==> src/rtl/add_serial_param_if.sv <==
// rtl/add_serial_param_if.sv - start/done control and operand/result bundle for add_serial_param
// Carry-out/overflow members exist only when ADD_SERIAL_OVF_EN is defined.
interface add_serial_param_if #(
    parameter int WIDTH = 8
);
    logic             en;
    logic             sub;
    logic [WIDTH-1:0] a;
    logic [WIDTH-1:0] b;
    logic [WIDTH-1:0] out;
    logic             busy;
    logic             done;
`ifdef ADD_SERIAL_OVF_EN
    logic             cout;
    logic             ovf;
`endif

    modport master (
        output en, sub, a, b,
        input  out, busy, done
`ifdef ADD_SERIAL_OVF_EN
        , input cout, ovf
`endif
    );

    modport slave (
        input  en, sub, a, b,
        output out, busy, done
`ifdef ADD_SERIAL_OVF_EN
        , output cout, ovf
`endif
    );
endinterface

==> src/rtl/add_serial_param.sv <==
// rtl/add_serial_param.sv - digit-serial adder/subtractor with start/done control
// Optional carry-out and signed-overflow flags are built when ADD_SERIAL_OVF_EN is defined.
module add_serial_param #(
    parameter int WIDTH = 8,
    parameter int DIGIT = 1
) (
    input  logic              clk,
    input  logic              rst,
    add_serial_param_if.slave bus
);
    localparam int STEPS = WIDTH / DIGIT;
    localparam int CW    = (STEPS > 1) ? $clog2(STEPS) : 1;
    localparam logic [CW-1:0] LAST = CW'(STEPS - 1);

    typedef enum logic [1:0] {
        IDLE = 2'd0,
        ADD  = 2'd1,
        DONE = 2'd2
    } state_t;

    state_t           state;
    logic [WIDTH-1:0] a_reg;
    logic [WIDTH-1:0] b_reg;
    logic [WIDTH-1:0] out_reg;
    logic             carry;
    logic [CW-1:0]    count;
    logic             busy_reg;
    logic             done_reg;

    logic [DIGIT:0]   s;
    logic [WIDTH-1:0] out_next;
    logic [WIDTH-1:0] a_shift;
    logic [WIDTH-1:0] b_shift;

`ifdef ADD_SERIAL_OVF_EN
    logic a_msb;
    logic b_msb;
    logic cout_reg;
    logic ovf_reg;
`endif

    assign s = {1'b0, a_reg[DIGIT-1:0]} + {1'b0, b_reg[DIGIT-1:0]} + {{DIGIT{1'b0}}, carry};

    // With a single digit the whole word is consumed in one step, so there is nothing to shift.
    generate
        if (DIGIT == WIDTH) begin : g_single
            assign out_next = s[DIGIT-1:0];
            assign a_shift  = '0;
            assign b_shift  = '0;
        end else begin : g_multi
            assign out_next = {s[DIGIT-1:0], out_reg[WIDTH-1:DIGIT]};
            assign a_shift  = {{DIGIT{1'b0}}, a_reg[WIDTH-1:DIGIT]};
            assign b_shift  = {{DIGIT{1'b0}}, b_reg[WIDTH-1:DIGIT]};
        end
    endgenerate

    always_ff @(posedge clk or posedge rst) begin
        if (rst) begin
            state    <= IDLE;
            a_reg    <= '0;
            b_reg    <= '0;
            out_reg  <= '0;
            carry    <= 1'b0;
            count    <= '0;
            busy_reg <= 1'b0;
            done_reg <= 1'b0;
`ifdef ADD_SERIAL_OVF_EN
            a_msb    <= 1'b0;
            b_msb    <= 1'b0;
            cout_reg <= 1'b0;
            ovf_reg  <= 1'b0;
`endif
        end else begin
            case (state)
                IDLE: begin
                    done_reg <= 1'b0;
                    if (bus.en) begin
                        // Subtraction is a + ~b + 1: invert b here and seed the carry with 1.
                        a_reg    <= bus.a;
                        b_reg    <= bus.sub ? ~bus.b : bus.b;
                        carry    <= bus.sub;
                        count    <= '0;
                        out_reg  <= '0;
                        busy_reg <= 1'b1;
                        state    <= ADD;
`ifdef ADD_SERIAL_OVF_EN
                        a_msb    <= bus.a[WIDTH-1];
                        b_msb    <= bus.sub ? ~bus.b[WIDTH-1] : bus.b[WIDTH-1];
                        cout_reg <= 1'b0;
                        ovf_reg  <= 1'b0;
`endif
                    end
                end
                ADD: begin
                    out_reg <= out_next;
                    a_reg   <= a_shift;
                    b_reg   <= b_shift;
                    carry   <= s[DIGIT];
                    count   <= count + CW'(1);
                    if (count == LAST) begin
                        state    <= DONE;
                        done_reg <= 1'b1;
`ifdef ADD_SERIAL_OVF_EN
                        cout_reg <= s[DIGIT];
                        ovf_reg  <= (a_msb == b_msb) && (out_next[WIDTH-1] != a_msb);
`endif
                    end
                end
                DONE: begin
                    done_reg <= 1'b0;
                    busy_reg <= 1'b0;
                    state    <= IDLE;
                end
                default: begin
                    done_reg <= 1'b0;
                    busy_reg <= 1'b0;
                    state    <= IDLE;
                end
            endcase
        end
    end

    assign bus.out  = out_reg;
    assign bus.busy = busy_reg;
    assign bus.done = done_reg;
`ifdef ADD_SERIAL_OVF_EN
    assign bus.cout = cout_reg;
    assign bus.ovf  = ovf_reg;
`endif

endmodule

==> src/flat_wrapper.sv <==
// flat-port wrapper written by rule: the top's interface ports become plain ports
module add_serial_param_flat 
#(
    parameter int WIDTH = 8,
    parameter int DIGIT = 1
)
  (clk, rst, bus_en, bus_sub, bus_a, bus_b, bus_out, bus_busy, bus_done);
  add_serial_param_if #(.WIDTH(WIDTH)) bus_i ();
  input  logic clk;
  input  logic rst;
  input wire logic [$bits(bus_i.en)-1:0] bus_en;
  input wire logic [$bits(bus_i.sub)-1:0] bus_sub;
  input wire logic [$bits(bus_i.a)-1:0] bus_a;
  input wire logic [$bits(bus_i.b)-1:0] bus_b;
  output wire logic [$bits(bus_i.out)-1:0] bus_out;
  output wire logic [$bits(bus_i.busy)-1:0] bus_busy;
  output wire logic [$bits(bus_i.done)-1:0] bus_done;
  assign bus_i.en = bus_en;
  assign bus_i.sub = bus_sub;
  assign bus_i.a = bus_a;
  assign bus_i.b = bus_b;
  assign bus_out = bus_i.out;
  assign bus_busy = bus_i.busy;
  assign bus_done = bus_i.done;
  add_serial_param #(.WIDTH(WIDTH), .DIGIT(DIGIT)) u_core (.clk(clk), .rst(rst), .bus(bus_i));
endmodule
==> config.mk <==
export PLATFORM = sky130hd
export DESIGN_NAME = add_serial_param_flat
export DESIGN_NICKNAME = d
export VERILOG_FILES = /design/src/rtl/add_serial_param_if.sv /design/src/rtl/add_serial_param.sv /design/src/flat_wrapper.sv
export SDC_FILE = /design/constraint.sdc
export NUM_CORES = 1
export LEC_CHECK = 0
export CAP_MARGIN = 15
export CORE_MARGIN = 3
export CORE_UTILIZATION = 40
export CTS_CLUSTER_SIZE = 16
export DETAILED_ROUTE_END_ITERATION = 8
export GPL_TIMING_DRIVEN = 0
export HOLD_SLACK_MARGIN = 0.05
export PLACE_DENSITY = 0.7
export SETUP_SLACK_MARGIN = 0.4
export SLEW_MARGIN = 5
export SYNTH_ARGS = -nofsm -noshare
export SYNTH_HDL_FRONTEND = slang
export SYNTH_SLANG_ARGS = --single-unit
==> constraint.sdc <==
create_clock -name clk -period 3.18 [get_ports clk]
set_input_delay 0.954 -clock clk [delete_from_list [all_inputs] [get_ports clk]]
set_output_delay 0.954 -clock clk [all_outputs]
set_load 0.01 [all_outputs]
# Yosys cells after proc, flatten, opt, wreduce, memory -nomap -nowiden
# Index checks and enable logic that the tools add are counted.
[totals] register_bits=32 input_bits=20
[op_classes] n_reduce_logical=5 n_eq_ne=4 n_mux=18 addsub=3 bitwise_logic=2
[op_table] operator="one-hot mux 8 bit (2 select lines)" n=3
[op_table] operator="two-way mux 8 bit" n=4
[op_table] operator="NOT 8 bit" n=1
[op_table] operator="one-hot mux 3 bit (2 select lines)" n=1
[op_table] operator="AND reduction 2 bit" n=3
[op_table] operator="two-way mux 1 bit" n=4
[op_table] operator="two-way mux 2 bit" n=2
[op_table] operator="one-hot mux 1 bit (2 select lines)" n=2
[op_table] operator="one-hot mux 2 bit (2 select lines)" n=1
[op_table] operator="adder 3 x 1 -> 3 bit (second input constant)" n=1
[op_table] operator="== test 3 bit (second input constant)" n=1
[op_table] operator="two-way mux 3 bit" n=1
[op_table] operator="adder 1 x 1 -> 2 bit" n=1
[op_table] operator="adder 2 x 1 -> 2 bit" n=1
[op_table] operator="== test 2 x 1 -> 1 bit (second input constant)" n=1
[op_table] operator="zero test 2 bit" n=1
[op_table] operator="inequality test 2 x 1 -> 1 bit (second input constant)" n=1
[op_table] operator="inequality test 2 bit (second input constant)" n=1
[op_table] operator="nonzero test 2 bit" n=1
[op_table] operator="NOT 1 bit" n=1

# Depth between registers and ports, before layout
[depth] depth_word=4 mapped_depth=6 ltp_nobuf=4

# Worst setup path before layout
# No wires, ideal clock.
[synth_path] kind="in2reg" start="input bus_en" end="register u_core.b_reg[0]" path_slack_ps=1306 arrival_ps=1747 path_stages=5 path_buffers=2 cell_sequence="buf_4 or3b_1 buf_2 o32ai_1 a221o_2"
[synth_via] elab_chain_cells=2
[synth_lines] item="start, declared" line_no="flat_wrapper.sv:11" source="input wire logic [$bits(bus_i.en)-1:0] bus_en;"
[synth_lines] item="inequality test 2 bit (no line)"
[synth_lines] item="AND reduction 2 bit (no line)"
[synth_lines] item="end signal, assigned" line_no="add_serial_param.sv:80" source="b_reg <= bus.sub ? ~bus.b : bus.b;"
[synth_lines] item="end signal, assigned" line_no="add_serial_param.sv:97" source="b_reg <= b_shift;"
[synth_lines] item="end, declared" line_no="add_serial_param.sv:23" source="logic [WIDTH-1:0] b_reg;"
# Every way passes these cells.
# A chain may end at the register's enable or synchronous reset.

# Worst setup path after layout
[layout_path] start="register u_core.out_reg[6], in the netlist u_core.bus.out[6]" end="output bus_out[6]"
[layout_rtl] item="start, declared" line_no="add_serial_param.sv:24" source="logic [WIDTH-1:0] out_reg;"
[layout_rtl] item="start signal, assigned" line_no="add_serial_param.sv:95" source="out_reg <= out_next;"
[layout_rtl] item="end, declared" line_no="flat_wrapper.sv:15" source="output wire logic [$bits(bus_i.out)-1:0] bus_out;"
# No word-level cell between the ends.

==> impl_results.md <==
* Met1 usage at 0.188
* FF-to-FF setup slack at 1.75 ns
* Largest net degree at the start of global routing at 21
* Synthesized area per cell at 11.1 um^2
* EDFF count, synth at 0
* Fraction of the mapped netlist area in compound gates at 0.264
* Leading area contributor after synthesis: dfrtp_1
* CTS tree: yes
* Final worst slack at 1.01 ns
* Crit path capture type: output pin
* Setup Buffers After CTS at 0
* Status: completed
* IO Port Bufs at 27
* Hold depth at 2
* Number of global-route vias before repair at 1199
* Synth area leaders: dfrtp_1 52%, a221o_2 5.1%, a22o_1 5.1%
* R2R Path Start: u_core.state[0]
* Met2 Usage GRT at 0.265
* Die width at 68.3 um
* Hold Path Origin: u_core.b_reg[7]
* Async S/R FF share, synth at 1.00
* Starting Density at 0.421
* Power density over the cells at 853 nW/um^2
* Cells after synthesis at 140
* CP cell instances: clkdlybuf4s50_1
* Setup Crit Path Kind: reg -> out
* Cell row count at 22
* Slew at the pin closest to its max-slew limit at 0.551 ns
* Final setup TNS at 0 ns
* RSZ-0062 raised after global routing: false
* I/O pin cnt at 30
* Synth Area in XOR/XNOR at 0.0451
* Synthesis Warnings at 0
* Placed standard-cell area at 1910 um^2
* Synth Area in Simple Gates at 0.0685
* Critical Path AT at 1.21 ns
* DRC viols at 0
* Synthesis-to-finish area growth at 29.3%
* Gpl congestion at 0.830
* Met3 Use GR at 0.0591
* Finished Cell Area at 2010 um^2
* Root buffer cell: clkbuf_8
* Top-area cell type share of the netlist area at 0.516
* Post-synthesis register bit count at 32
* Min Hold Slack at 0.490 ns
* Syn nets at 163
* Final period utilization at 0.682
* Primary FF master, synth: dfrtp_1
* Critical path peak fanout at 3
* Crit path max-delay family: buffers and inverters
* Resized cells post-CTS at 0
* Fin cells at 223
* Worst Reg-to-Reg Cells at 6
* Routed Antenna Nets at 0
* Die area at 4670 um^2
* DR iter-0 viols at 60
* Adder-cell area share of the yosys netlist at 0.0290
* Router iterations before antenna repair at 4
* Buffer and inverter count on the worst path at 1
* Initial antenna violation count at 0
* Placed cell count at 216
* Vias per Instance at 5.40
* Detail Placement HPWL at 2.39 mm
* Crit path time final at 2.17 ns
* Reg-to-reg endpoint: u_core.a_reg[2]
* Post-synthesis mux area share at 0
* Skew final at 0.00321 ns
* Hold Crit Class: reg -> reg
* Max Cap Viol at 0
* Core area at 3690 um^2
* Num CTS Buffers at 5
* Largest family of logic cells by synthesized area: compound AO/OA/AOI/OAI gates
* Post-synthesis cell type count at 27
* Headroom to the max-slew limit at 0.632
* Pre-CTS setup slack at 1.08 ns
* Hold Buf Count CTS at 0
* P_leak at 0.882 nW
* Antenna diodes at 0
* Worst VDD drop at 0.350 mV
* Cell area after synthesis at 1550 um^2
* Critical path's slowest cell: clkdlybuf4s50_1
* Post-DR wirelength/cell at 14.8 um
* Final net count at 198
* GRT Total Usage at 0.165
* Fin. Hold Viols at 0
* Overflow after GRT at 0
* Die height at 68.3 um
* Clock slew seen by the registers of the worst setup and hold paths at 0.06 ns
* Total vias in the final route at 1205
* First-pass GRT wire length at 5.46 mm
* CP required at 2.23 ns
* Final WL at 3.30 mm
* Clock Path Buffers at 2
* Most used routing layer: met2
* Hold Path Sink: u_core.b_reg[7]
* Share of cells above drive strength 1 at 0.137
* Clock sinks at 32
* Fmax achieved at 461 MHz
* CP Launch Type: flop
* Count of final max-slew check failures at 0
* Final Setup Violations at 0
* H-tree Lvls at 2
* Skew-Pair Late Insertion Delay at 0.28 ns
* Post-synthesis sequential area ratio at 0.516
* CP max stage delay at 0.55 ns
==> Yosys cell counts (2+ instances only) <==
master and count:
a22oi_1 7, dfrtp_1 32, clkbuf_1 3, o32ai_1 7, o21ai_0 11, inv_1 12, nor2_1 2, buf_6 2
and2b_1 5, nor2b_1 3, ha_1 2, a221o_2 7, a2bb2oi_1 3, nand2b_1 2, nand2_1 4, a21oi_1 8
xnor2_1 8, a22o_1 9, buf_2 5
==> routing by layer <==
layer | vias up | share of wire
li1 | 576 | -
met1 | 587 | 0.43
met2 | 34 | 0.49
met3 | 8 | 0.056
met4 | 0 | 0.026
met5 | - | 0
==> area by class of cell <==
cell class                      count  area (um^2)
Timing Repair Buffer               28          298
Buffer                             13         75.1
Inverter                           12         45.0
Sequential cell                    32          801
Multi-Input combinational cell     83          632
Clock buffer                        7         96.3
Tap cell                           48         60.1
Fill cell                         345         1680
==> report_power, final <==
part           switching [mW]  total (mW)  internal, mW
sequential              0.118       0.690         0.573
clock                   0.142       0.334         0.192
combinational           0.320       0.688         0.368
total                   0.579        1.71          1.13
==> logic make-up (layout without fill, tap and decap cells) <==
family / count (synthesis) / in the layout
AND/OR/NAND/NOR: 18 / 18
XOR/XNOR: 8 / 8
AO/OA/AOI/OAI: 54 / 54
adder cells (fa/ha/maj): 3 / 3
flip-flops: 32 / 32
buffers and inverters: 25 / 60
==> worst min-delay path: cells and delay by family (launching register included) <==
kind             cells  cell delay (ns)
AO/OA/AOI/OAI        1             0.06
flip-flops           1             0.35
AND/OR/NAND/NOR      1             0.05
==> worst max path at each step <==
stage	startpoint	endpoint	slack, ns	depth (start not counted)
final	u_core.bus.out[6]	bus_out[6]	1.01	1
after detailed placement	bus_b[0]	u_core.b_reg[0]	1.08	4
after global routing	u_core.bus.out[3]	bus_out[3]	0.97	1
after floorplan	bus_en	u_core.b_reg[0]	1.31	5
after global placement	rst	u_core.a_reg[2]	0.81	2
after CTS	u_core.bus.out[6]	bus_out[6]	0.99	1
==> per-stage QoR <==
| stage | total power, mW | util |
|---|---|---|
| 6_report | 1.71 | 0.544 |
| 5_1_grt | 1.84 | 0.544 |
| 4_1_cts | 1.73 | 0.544 |
| 3_5_place_dp | 1.39 | 0.518 |
| 3_3_place_gp | 1.35 | 0.511 |
| 2_1_floorplan | 1.12 | - |
==> cells in the final DEF (no fill, tap or decap), types with 2 or more instances in the layout <==
cell type	count
a22oi_1	7
clkdlybuf4s50_1	27
a221o_2	7
dfrtp_1	32
xnor2_1	8
o21ai_0	11
inv_1	12
a2bb2oi_1	3
nand2_1	4
clkbuf_1	3
clkbuf_8	7
a21oi_1	8
o32ai_1	7
buf_6	2
nor2_1	2
nand2b_1	2
a22o_1	9
ha_1	2
buf_2	5
and2b_1	5
nor2b_1	3
Power figures use the tool's default switching activity.
==> RTL edit 1 (config.mk and constraints unchanged) <==
`WIDTH` is set to 8 in 3 places; all go to 16.
--- a/src/rtl/add_serial_param_if.sv
+++ b/src/rtl/add_serial_param_if.sv
@@ -1,7 +1,7 @@
 // rtl/add_serial_param_if.sv - start/done control and operand/result bundle for add_serial_param
 // Carry-out/overflow members exist only when ADD_SERIAL_OVF_EN is defined.
 interface add_serial_param_if #(
-    parameter int WIDTH = 8
+    parameter int WIDTH = 16
 );
     logic             en;
     logic             sub;
--- a/src/rtl/add_serial_param.sv
+++ b/src/rtl/add_serial_param.sv
@@ -1,7 +1,7 @@
 // rtl/add_serial_param.sv - digit-serial adder/subtractor with start/done control
 // Optional carry-out and signed-overflow flags are built when ADD_SERIAL_OVF_EN is defined.
 module add_serial_param #(
-    parameter int WIDTH = 8,
+    parameter int WIDTH = 16,
     parameter int DIGIT = 1
 ) (
     input  logic              clk,
--- a/src/flat_wrapper.sv
+++ b/src/flat_wrapper.sv
@@ -1,7 +1,7 @@
 // flat-port wrapper written by rule: the top's interface ports become plain ports
 module add_serial_param_flat 
 #(
-    parameter int WIDTH = 8,
+    parameter int WIDTH = 16,
     parameter int DIGIT = 1
 )
   (clk, rst, bus_en, bus_sub, bus_a, bus_b, bus_out, bus_busy, bus_done);
Ports: changed (resized bus_a, bus_b and bus_out); port bits go from 30 to 54. No check against the original RTL was run, so the function may have changed too.
==> RTL edit 1 against the unedited design <==
Synthesized area increased by 75%. Critical path depth stayed put. Power is 77% higher. Register-to-register slack worse by 0.08 ns. Setup slack lost 0.067 ns. Clock power is 74% higher. First-iteration DRC count is 140% higher. Sequential cell count increased by 25. Design area is 76% higher. Sequential power grew 84%. Clock skew up 0.0019 ns. Routed wire length increased by 94%. Non-clock buffer count increased by 36. Largest power group unchanged.
==> RTL edit 1: results <==
set metrics [dict create \
    max_slew_margin_pct 48.8 \
    vias 2233 \
    cts_max_path_buffers 2 \
    ir_worst_vdd_mv 0.297 \
    grt_max_degree 36 \
    synth_common_cells "dfrtp_1 (57), inv_1 (21), o21ai_0 (21)" \
    grt_pass1_wl_um 10600 \
    slowest_stage "clkdlybuf4s50_1" \
    post-cts-setup-buffers 0 \
    clk_pin_slew_ns 0.07 \
    cts-root-buf "clkbuf_8" \
    yosysWarnings 0 \
    place_congestion 0.771 \
    dp_hpwl_um 4350 \
    drive_gt1_share_pct 9.32 \
    critPathMaxStageDelay_ns 0.56 \
    async_reset_ff_share_pct 100 \
    drc_errors 0 \
    clkLatencyLatePin_ns 0.33 \
    antenna_found_initial 0 \
    switching_power_w 0.00110 \
    placed_cell_area_sq_um 3370 \
    grt_use_total_pct 17.8 \
    synth_top_area_share_pct 52.4 \
    ys_types 28 \
    nFillCells 583 \
    synth_nets 291 \
    layout.nets 355 \
    status "completed" \
    hp-class "register to register" \
    seq_area_frac_synth_pct 52.4 \
    wl_um 6390 \
    critPathMaxFanout 3 \
    first_iter_violations 141 \
    p_leak_nw 1.48 \
    diodes 0 \
    post_cts_resized 0 \
    cts-buffers-inserted 9 \
    synthTopCellsByArea "dfrtp_1 (52%), a221o_1 (5.1%), a22o_1 (5.1%)" \
    worstPathArrival_ns 1.28 \
    crit_family "buffers and inverters" \
    io_buffers 52 \
    power.density_nw_per_um2 856 \
    ctsHtreeMaxLevel 3 \
    finalClockSkew_ns 0.00512 \
    dr.pass1.iters 4 \
]
## RTL edit 1: cell count changes after synthesis, sizes merged, moves of 7 or more
| cell | unedited run | this run |
|---|---|---|
| dfrtp | 32 | 57 |
| nor2b | 3 | 16 |
| o21ai | 11 | 22 |
| a22oi | 7 | 16 |
| clkbuf | 4 | 13 |
| inv | 12 | 21 |
| xnor2 | 8 | 16 |
| a21oi | 8 | 15 |
| a221o | 7 | 14 |
| a22o | 9 | 16 |
| o32ai | 7 | 14 |
## RTL edit 1: layer usage
metal	share of wire (%)	GRT usage [%]	wire length (um)	vias up
met5	0	0	0	-
li1	-	-	-	1060
met2	48	28.1	3070	57
met4	1.9	8.24	123	0
met3	4.3	4.00	276	13
met1	46	23.4	2920	1103
## RTL edit 1: path summary, 6_finish.rpt
kind	slack, ns	endpoint	start	cells after the start
setup / recovery	0.95	bus_out[14]	u_core.bus.out[14]	1
hold / removal	0.47	u_core.count[3]	u_core.count[3]	1
setup reg to reg	1.67	u_core.b_reg[8]	u_core.state[1]	5
hold reg to reg	0.47	u_core.count[3]	u_core.count[3]	1
max in group asynchronous	1.53	u_core.b_reg[9]	rst	3
min in group asynchronous	1.07	u_core.a_reg[11]	rst	2
## RTL edit 1: through the flow
| stage | total power (W) | cells | setup slack [ns] | TNS [ns] | hold WS (ns) |
|---|---|---|---|---|---|
| floorplan | 0.00198 | 253 | 0.826 | 0 | 0.438 |
| global placement | 0.00241 | 382 | -0.227 | -12.81 | 0.454 |
| detailed placement | 0.00245 | 383 | 0.617 | 0 | 0.467 |
| CTS | 0.00306 | 399 | 0.921 | 0 | 0.476 |
| global route | 0.00326 | 399 | 0.820 | 0 | 0.515 |
| finish | 0.00303 | 399 | 0.946 | 0 | 0.473 |
## RTL edit 1: logic make-up after synthesis
group	Yosys count	synth area share, %
XOR/XNOR	16	5.15
AO/OA/AOI/OAI	103	27.8
adder cells (fa/ha/maj)	2	1.19
flip-flops	57	52.4
multiplexers	2	0.735
AND/OR/NAND/NOR	28	5.98
buffers and inverters	45	6.76
## RTL edit 1: area by class of cell
cell class                 count  area share, %
sequential                    57           40.3
buffer                        24           2.97
clock inverter                 7           1.34
multi-input combinational    151           31.4
clock buffer                   9           3.50
inverter                      21           2.23
timing repair buffer          53           15.5
tap                           77           2.72
## RTL edit 1: power groups by stage
stage / clock, W / combinational [W] / sequential [W]
after CTS: 0.000602 / 0.00119 / 0.00126
after global placement: 0 / 0.00115 / 0.00127
final: 0.000582 / 0.00118 / 0.00127
after detailed placement: 0 / 0.00119 / 0.00127
after global routing: 0.000633 / 0.00132 / 0.00131
after floorplan: 0 / 0.000720 / 0.00126
==> RTL edit 2 (config.mk and constraints unchanged) <==
Made on the original files. Re-encode `state_t` (3 states) as one-hot, 3 bits wide.
--- a/src/rtl/add_serial_param.sv
+++ b/src/rtl/add_serial_param.sv
@@ -12,10 +12,10 @@
     localparam int CW    = (STEPS > 1) ? $clog2(STEPS) : 1;
     localparam logic [CW-1:0] LAST = CW'(STEPS - 1);
 
-    typedef enum logic [1:0] {
-        IDLE = 2'd0,
-        ADD  = 2'd1,
-        DONE = 2'd2
+    typedef enum logic [2:0] {
+        IDLE = 3'b001,
+        ADD  = 3'b010,
+        DONE = 3'b100
     } state_t;
 
     state_t           state;
Formal check against the unedited RTL: same outputs for any inputs over 10 cycles, from zero or initial values and one cycle with rst high; not proved beyond that.
==> RTL edit 2 against the unedited design <==
Critical path depth increased by 7. Power decreased by 11%. Setup slack got worse by 0.19 ns. Synthesized area decreased by 5.0%. Sequential power decreased by 3.9%. Routed wire length decreased by 14%. Sequential cell count increased by 1. Design area decreased by 3.2%. Critical path type is now input port to register. Highest routed layer unchanged.
==> RTL edit 2: results <==
set metrics [dict create \
    status "completed" \
    pg_comb_w 0.000516 \
    hold_path.startpoint "u_core.a_reg[3]" \
    viasPerCell 5.19 \
    first_iter_violations 43 \
    nFillCells 308 \
    worstPathArrival_ns 2.53 \
    fin_cells 204 \
    drive_gt1_share_pct 13.9 \
    holdWs_ns 0.489 \
    multi_input_gates 74 \
    multiInputGateArea_sq_um 577 \
    p_leak_nw 0.840 \
    ys_types 29 \
    pre_cts_ws_ns 0.517 \
    critPathMaxStageDelay_ns 0.51 \
    placed_cell_area_sq_um 1840 \
    synthTopCellsByArea "dfrtp_1 (54%), mux2i_1 (6.8%), a22o_1 (6.5%)" \
    synth_common_cells "dfrtp_1 (32), nand2_1 (13), a22o_1 (11)" \
    finalClockSkew_ns 0.00343 \
    cts_sinks 33 \
    synth_mux_area_share_pct 6.79 \
    ir_worst_vdd_mv 0.305 \
    grt_pass1_wl_um 5060 \
    grt_use_total_pct 15.4 \
    r2r_slack_ns 1.42 \
    netlist_instances 121 \
    fin_crit_sh_pct 74.3 \
    synth_compound_area_share_pct 16.4 \
    nNonClkBuffers 37 \
    seq_area_share_pct 42.6 \
    synth_nets 144 \
    die_x_um 66.7 \
    netSwitchingFraction_pct 31.8 \
    crit_path_start_kind "input port" \
    layout.nets 180 \
    wire_per_inst_um 13.9 \
    r2r-start "u_core.state[0]" \
    synth_fa_ha_area_share_pct 3.05 \
    io_buffers 28 \
    tightest_slew_ns 0.724 \
]
RTL edit 2: cell types whose count changed after synthesis, sizes merged, moves of 5 or more:
cell	delta
nand2	+9
buf	-5
and2b	-5
inv	-6
o221a	+6
mux2i	+10
a22oi	-7
a21oi	-7
o32ai	-7
a221o	-7
RTL edit 2: final timing paths:
check	end	cells after the start
worst max-delay path	u_core.bus.out[2]	8
worst max register to register	u_core.bus.out[2]	7
worst min register to register	u_core.a_reg[2]	2
max in group asynchronous	u_core.state[0]	3
min in group asynchronous	u_core.b_reg[5]	2
worst min-delay path	u_core.a_reg[2]	2
RTL edit 2: worst min-delay path, delay by kind of cell, from the launching register on:
kind             cells  cell delay, ns
AO/OA/AOI/OAI        1            0.06
flip-flops           1            0.34
AND/OR/NAND/NOR      1            0.05
RTL edit 2: layer usage:
layer  wire, um  share of wire (%)  GRT usage [%]
met1       1310                 46           20.2
met2       1350                 47           23.1
met3        123                4.3           4.72
met4         62                2.2           6.85
met5          0                  0              0
